<file path="src/rtl/regfile_param.sv">
// rtl/regfile_param.sv - parametrised 2-read/1-write register file with busy scoreboard
//
// Purpose:
//   NUM_REGS x DATA_W register file with per-byte write enables, write-to-read
//   bypass, an optional hard-wired zero register (ZERO_REG) and an optional
//   registered read stage (READ_REG). A per-register busy bit is set by
//   alloc and cleared by write so decode can see pending producers.
//
// Ports:
//   clk, reset              clock; asynchronous active-high reset
//   rd_addr1/2              read addresses
//   rd_data1/2, rd_busy1/2  read data and busy bit (bypassed, post-update view)
//   wr_en/addr/data/be      write port, wr_be[i] covers wr_data[8i+7:8i]
//   alloc_en/addr           mark a register busy
module regfile_param #(
  parameter int ADDR_W   = 2,
  parameter int DATA_W   = 32,
  parameter int ZERO_REG = 0,
  parameter int READ_REG = 0
) (
  input  logic                clk,
  input  logic                reset,
  input  logic [ADDR_W-1:0]   rd_addr1,
  input  logic [ADDR_W-1:0]   rd_addr2,
  output logic [DATA_W-1:0]   rd_data1,
  output logic [DATA_W-1:0]   rd_data2,
  output logic                rd_busy1,
  output logic                rd_busy2,
  input  logic                wr_en,
  input  logic [ADDR_W-1:0]   wr_addr,
  input  logic [DATA_W-1:0]   wr_data,
  input  logic [DATA_W/8-1:0] wr_be,
  input  logic                alloc_en,
  input  logic [ADDR_W-1:0]   alloc_addr
);

  localparam int NUM_REGS = 2 ** ADDR_W;
  localparam int BE_W     = DATA_W / 8;

  logic [DATA_W-1:0]   regs_q [NUM_REGS];
  logic [DATA_W-1:0]   regs_d [NUM_REGS];
  logic [NUM_REGS-1:0] busy_q;
  logic [NUM_REGS-1:0] busy_d;

  logic                wr_ok;
  logic                alloc_ok;
  logic [DATA_W-1:0]   wr_merged;

  logic [DATA_W-1:0]   byp_data1;
  logic [DATA_W-1:0]   byp_data2;
  logic                byp_busy1;
  logic                byp_busy2;

  // Writes/allocs aimed at the hard-wired zero register are dropped here so
  // that neither the array nor the scoreboard ever changes for address 0.
  always_comb begin
    wr_ok    = wr_en;
    alloc_ok = alloc_en;
    if (ZERO_REG != 0 && wr_addr == '0) begin
      wr_ok = 1'b0;
    end
    if (ZERO_REG != 0 && alloc_addr == '0) begin
      alloc_ok = 1'b0;
    end
  end

  // Byte-merge of the write data over the current register contents.
  always_comb begin
    wr_merged = regs_q[wr_addr];
    for (int b = 0; b < BE_W; b++) begin
      if (wr_be[b]) begin
        wr_merged[8*b +: 8] = wr_data[8*b +: 8];
      end
    end
  end

  // Next state of the array and scoreboard. Alloc is applied after the write
  // so that alloc wins on the busy bit when both target the same register.
  always_comb begin
    regs_d = regs_q;
    busy_d = busy_q;
    if (wr_ok) begin
      regs_d[wr_addr] = wr_merged;
      busy_d[wr_addr] = 1'b0;
    end
    if (alloc_ok) begin
      busy_d[alloc_addr] = 1'b1;
    end
  end

  always_ff @(posedge clk or posedge reset) begin
    if (reset) begin
      for (int r = 0; r < NUM_REGS; r++) begin
        regs_q[r] <= '0;
      end
      busy_q <= '0;
    end else begin
      regs_q <= regs_d;
      busy_q <= busy_d;
    end
  end

  // Bypassed read view: the next-state array already holds the merged write
  // and the post-update busy value, so reading it gives write-to-read bypass.
  always_comb begin
    byp_data1 = regs_d[rd_addr1];
    byp_data2 = regs_d[rd_addr2];
    byp_busy1 = busy_d[rd_addr1];
    byp_busy2 = busy_d[rd_addr2];
    if (ZERO_REG != 0 && rd_addr1 == '0) begin
      byp_data1 = '0;
      byp_busy1 = 1'b0;
    end
    if (ZERO_REG != 0 && rd_addr2 == '0) begin
      byp_data2 = '0;
      byp_busy2 = 1'b0;
    end
  end

  generate
    if (READ_REG != 0) begin : g_read_reg
      logic [DATA_W-1:0] rd_data1_q;
      logic [DATA_W-1:0] rd_data2_q;
      logic              rd_busy1_q;
      logic              rd_busy2_q;
      logic [DATA_W-1:0] rd_data1_d;
      logic [DATA_W-1:0] rd_data2_d;
      logic              rd_busy1_d;
      logic              rd_busy2_d;

      always_comb begin
        rd_data1_d = byp_data1;
        rd_data2_d = byp_data2;
        rd_busy1_d = byp_busy1;
        rd_busy2_d = byp_busy2;
      end

      always_ff @(posedge clk or posedge reset) begin
        if (reset) begin
          rd_data1_q <= '0;
          rd_data2_q <= '0;
          rd_busy1_q <= 1'b0;
          rd_busy2_q <= 1'b0;
        end else begin
          rd_data1_q <= rd_data1_d;
          rd_data2_q <= rd_data2_d;
          rd_busy1_q <= rd_busy1_d;
          rd_busy2_q <= rd_busy2_d;
        end
      end

      assign rd_data1 = rd_data1_q;
      assign rd_data2 = rd_data2_q;
      assign rd_busy1 = rd_busy1_q;
      assign rd_busy2 = rd_busy2_q;
    end else begin : g_read_comb
      assign rd_data1 = byp_data1;
      assign rd_data2 = byp_data2;
      assign rd_busy1 = byp_busy1;
      assign rd_busy2 = byp_busy2;
    end
  endgenerate

endmodule

</file>
<file path="config.mk">
export PLATFORM = sky130hd
export DESIGN_NAME = regfile_param
export DESIGN_NICKNAME = d
export VERILOG_FILES = /design/src/rtl/regfile_param.sv
export SDC_FILE = /design/constraint.sdc
export NUM_CORES = 1
export LEC_CHECK = 0
export BUFFER_PORTS_ARGS = -buffer_cell sky130_fd_sc_hd__buf_2
export CAP_MARGIN = 15
export CORE_MARGIN = 2
export CORE_UTILIZATION = 50
export DETAILED_ROUTE_END_ITERATION = 16
export GPL_ROUTABILITY_DRIVEN = 0
export PLACE_DENSITY = 0.78
export RECOVER_POWER = 50
export SETUP_SLACK_MARGIN = 0.3
export SYNTH_ARGS = -nofsm -noshare
export SYNTH_HDL_FRONTEND = slang
export SYNTH_SLANG_ARGS = --single-unit
</file>
<file path="constraint.sdc">
create_clock -name clk -period 4.4 [get_ports clk]
set_input_delay 0.44 -clock clk [delete_from_list [all_inputs] [get_ports clk]]
set_output_delay 0.44 -clock clk [all_outputs]
set_load 0.02 [all_outputs]
</file>
**Word-level counts from Yosys, hierarchy flattened**

Cells that the tools add are included.

- Order comparisons: 10
- Mux-type cells: 27
- Bitwise operators: 6
- Reductions and logical operators: 3

Operator list:

| operator | count |
|---|---|
| 32-bit 2-to-1 mux | 7 |
| 32-bit binary-select mux with 2-bit select | 3 |
| 128-bit bitwise mux | 1 |
| 128-bit 2-to-1 mux | 1 |
| 32-bit demux with 2-bit select | 1 |
| 8-bit 2-to-1 mux | 4 |
| 2-bit by 3-bit < comparator with 1-bit output, second input constant | 4 |
| 3-bit >= comparator, second input constant | 3 |
| 2-bit NOT with 3-bit output | 3 |
| 4-bit 2-to-1 mux | 2 |
| 4-bit AND | 1 |
| 1-bit binary-select mux with 2-bit select | 2 |
| 1-bit demux with 2-bit select | 2 |
| 2-bit by 1-bit >= comparator with 1-bit output, second input constant | 2 |
| 1-bit 2-to-1 mux | 4 |
| 4-bit NOT | 1 |
| 4-bit bitwise OR | 1 |
| 1-bit logical AND | 3 |
| 3-bit by 1-bit < comparator with 1-bit output, second input constant | 1 |

- Register bits: 132
- Input port bits: 48
- Output and inout port bits: 66
- Logic and storage cells: 51

**Logic depth before layout (Yosys ltp)**

- Word-level depth: 11
- Depth in mapped cells: 7

**Worst setup path after synthesis**

Ideal clock, no wire load.

- Kind: input to output
- Start: in wr_be[1]
- End: out rd_data2[10]
- Data arrival time: 1.886 ns
- Data required time: 3.960 ns
- Slack: 2.074 ns
- Cell stages on the path: 6
- Path buffers: 2
- Cell sequence: clkbuf_1 nand4bb_1 buf_6 mux2i_1 a22o_1 a211oi_1

- Word-level cells in the longest chain between the ends: 6

RTL lines:

| item | RTL line | source |
|---|---|---|
| start, declared | 32 | `input logic [DATA_W/8-1:0] wr_be,` |
| 8-bit 2-to-1 mux | 71 | `if (wr_be[b]) begin` |
| 128-bit bitwise mux | 83 | `regs_d[wr_addr] = wr_merged;` |
| 128-bit 2-to-1 mux | 82 | `if (wr_ok) begin` |
| 32-bit binary-select mux with 2-bit select | 107 | `byp_data2 = regs_d[rd_addr2];` |
| 32-bit 2-to-1 mux (not written as such) (2 in series) | 107 |  |
| end, declared | 26 | `output logic [DATA_W-1:0] rd_data2,` |

Every way passes these cells. The select of a mux whose other input is x is not followed.

**Worst setup path in the final report**

- Start: in wr_addr[0]
- End: out rd_data2[7]

- Word-level cells in the longest chain between the ends: 10
- Elaborated cells between the ends (all ways): 15
- Those cells by class: order compare: 2; mux: 11; bitwise: 1; reduce/logical: 1

RTL lines:

| item | RTL line | source |
|---|---|---|
| start, declared | 30 | `input logic [ADDR_W-1:0] wr_addr,` |
| 2-bit NOT with 3-bit output (not written as such) * | 69, 83 |  |
| 3-bit >= comparator (not written as such), or another cell as far along | 83 |  |
| 1-bit logical AND (not written as such) / 32-bit 2-to-1 mux (equally long branches) | 83, 69 |  |
| 32-bit 2-to-1 mux (on tied branches) | 83, 69 |  |
| 32-bit demux with 2-bit select / 8-bit 2-to-1 mux (equally long branches) | 83, 71 |  |
| 128-bit bitwise mux * | 83 |  |
| 128-bit 2-to-1 mux * | 82 |  |
| 32-bit binary-select mux with 2-bit select * | 107 |  |
| 32-bit 2-to-1 mux (not written as such) * (2 in series) | 107 |  |

Mark *: on every way between the ends. The rest lies on a longest branch, timed or not. The select of a mux whose other input is x is not followed.

==> results.md <==
* Dominant synthesized flop cell: dfrtp_1
* Distinct cells, synth at 29
* Power Dens Cells at 457 nW/um^2
* Vias/cell at 6.03
* Vias at 6720
* Synth Register Bits at 132
* Synth top area share at 42.0%
* Post-route antenna net violation count at 0
* CTS Hold Bufs at 0
* First-pass GRT wire length at 34800 um
* Area of the core at 15300 sq um
* Post-Route WL at 22100 um
* Gr usage total at 27.2%
* Clk pwr share at 33.9%
* Endpoints failing hold at 0
* Port bufs at 113
* First-pass DRT Iterations at 5
* Antenna violations before repair at 0
* Area Growth Syn to Fin at 14.3%
* Mean Syn Cell Area at 9.64 sq um
* Sw Pwr at 1.34 mW
* Setup TNS at 0 ns
* Tot Pwr at 4.11 mW
* Initial Utilization at 51.5%
* Pin count of the biggest net entering global routing at 75
* Crit-path most repeated cell: buf_2
* Worst EP arrival at 3.28 ns
* Crit path largest cell delay at 0.93 ns
* Commonest cells post-synth: dfrtp_1, inv_1, mux2i_1
* Post_cts resized at 0
* Worst Hold Slack at 0.255 ns
* FMAX at 269 MHz
* Switching share of total power at 32.6%
* Critical path endpoint category: output port
* Hold Crit Depth at 2
* Post-detailed-route wirelength per cell at 19.8 um
* Least-Margin Pin Slew at 3.30 ns
* Die width at 129 um
* IR drop worst, VDD at 0.327 mV
* Unrepaired setup endpoints after global routing: false
* Critical path class: primary input to output port
* Crit-path slowest cell: and3_1
* Mapped Nets at 863
* I/O pins at 114
* Nets at 942
* Seq pwr share at 37.7%
* Mapped Cells at 815
* Synth warn at 0
* Most frequent cell after synthesis: dfrtp_1
* Status: finished with violations
* DR DRC count at 0
* Failing checks: capacitance limit, slew limit
* Synth Cell Area at 7860 sq um
* Int Power at 2.77 mW
* TritonCTS clock tree: done
* Clock Path Buffers at 2
* Congestion Overflow GR at 0
* Ant. Diodes at 0
* Die height at 129 um
* Worst Hold Class: primary input to flop
* Leak at 4.54 nW
* Final setup viols at 0
* First DRT Iteration DRCs at 583
* Final worst-path cycle share at 84.6%
* TritonCTS Buffers at 17
* CP startpoint kind: primary input
* TritonCTS Sinks at 132
* Pre-CTS setup slack at 1.02 ns
* Number of synthesized flops with an enable pin at 0
* Clock slew at reported path FFs at 0.05 ns
* Fin worst setup slack at 0.679 ns
* Part of the power in combinational logic at 28.4%
* Ys async rst share at 100%
* Clk_lat worst skew at 0.43 ns
* Vias in the first global route at 6812
* MaxCap Viol Count at 1
* Synth area leader: dfrtp_1
* Min Tclk post-route at 3.72 ns
* Slew Limit Fails at 75
* H-tree levels at 4
* Worst-path fanout max at 32
* Relative slew margins at -121%
* Share of cells above drive strength 1 at 22.3%
* Worst-case reg-to-reg path depth at 4
* Register area share after synthesis at 42.0%
* CP required at 3.96 ns
* Layout Skew at 0.00591 ns
* Top cells by area, synth: dfrtp_1, mux2i_1, a22o_1
* DIE AREA at 16700 sq um
* Row Count at 45
* Clock Tree Root: clkbuf_16
* Setup Fix Bufs, Post-CTS at 0
* Crit-path cells: buf_2, and3_1, buf_4, or2_2, a21oi_1, a211oi_1, buf_2
* DP HPWL at 13500 um
## worst max-delay path: cells and delay by family
| kind | cells | cell delay (ns) |
|---|---|---|
| and+or+nand+nor | 2 | 1.10 |
| AOI/OAI and AO/OA | 2 | 0.44 |
| buffers and inverters | 3 | 1.27 |
## final timing paths
path	start	to	slack (ns)
hold / removal	alloc_addr[0]	busy_q[2]	0.25
setup / recovery	wr_addr[0]	rd_data2[7]	0.68
hold reg to reg	regs_q[120]	regs_q[120]	0.51
min in group asynchronous	reset	regs_q[114]	0.97
max in group asynchronous	reset	regs_q[101]	1.53
setup reg to reg	regs_q[63]	regs_q[63]	3.21
## power groups by stage
stage | sequential (mW) | clock (mW) | combinational (mW)
floorplan | 1.54 | 0 | 0.856
global placement | 1.55 | 0 | 1.12
detailed placement | 1.56 | 0 | 1.15
CTS | 1.55 | 1.40 | 1.16
global route | 1.57 | 1.47 | 1.28
finish | 1.55 | 1.39 | 1.17
## state kept, by name, summed over array words and instances (netlist names)
name and cells:
busy_q 4, regs_q 128
## logic make-up after synthesis
family | after synthesis | synth area share, %
compound gates | 294 | 26.3
simple gates | 121 | 8.91
flops | 132 | 42.0
mux | 98 | 12.8
buf+inv | 170 | 9.98
## metrics by stage
step                instance area, sq um  std cells  util (%)
CTS                                 9000       1115      59.0
detailed placement                  8430       1086      55.3
global placement                    8430       1086      55.3
finish                              8980       1115      58.9
global route                        8980       1115      58.9
floorplan                           7860        815         -
## routing by layer
layer	share of wire [%]	up-vias	global-route usage, %
met2	45	315	41.7
met4	1.0	0	8.57
met1	45	3289	38.0
li1	-	3091	-
met5	0	-	0
met3	8.4	25	7.23
## layout make-up
type                    count  area, sq um
multi-input cells         513         3790
flip-flops and latches    132         3300
inverters                 101          380
clock buffers              24          492
clock inverters             5         75.1
well taps                 211          264
fillers                  1320         6280
repair buffers            129          673
## cell usage in the layout, fill, tap and decap left out
cell type	n
dfrtp_1	132
o21ai_1	21
mux4_2	2
a22o_1	64
nor2b_2	3
a211oi_1	59
clkbuf_8	4
nand2b_1	6
nor2_2	2
nand2_1	34
bufinv_16	2
nand4bb_1	4
nand2_2	1
nand4b_1	4
and3_1	1
and3b_4	1
o22ai_2	1
clkbuf_2	2
buf_4	12
mux2i_1	96
inv_1	100
and2_1	32
a21oi_1	64
a211oi_2	5
o21ai_0	15
clkbuf_1	5
nor2b_4	1
o22ai_1	1
clkinvlp_2	1
clkbuf_16	17
clkinv_2	3
or2_2	32
buf_2	113
o211ai_1	64
Power figures use the tool's default switching activity.
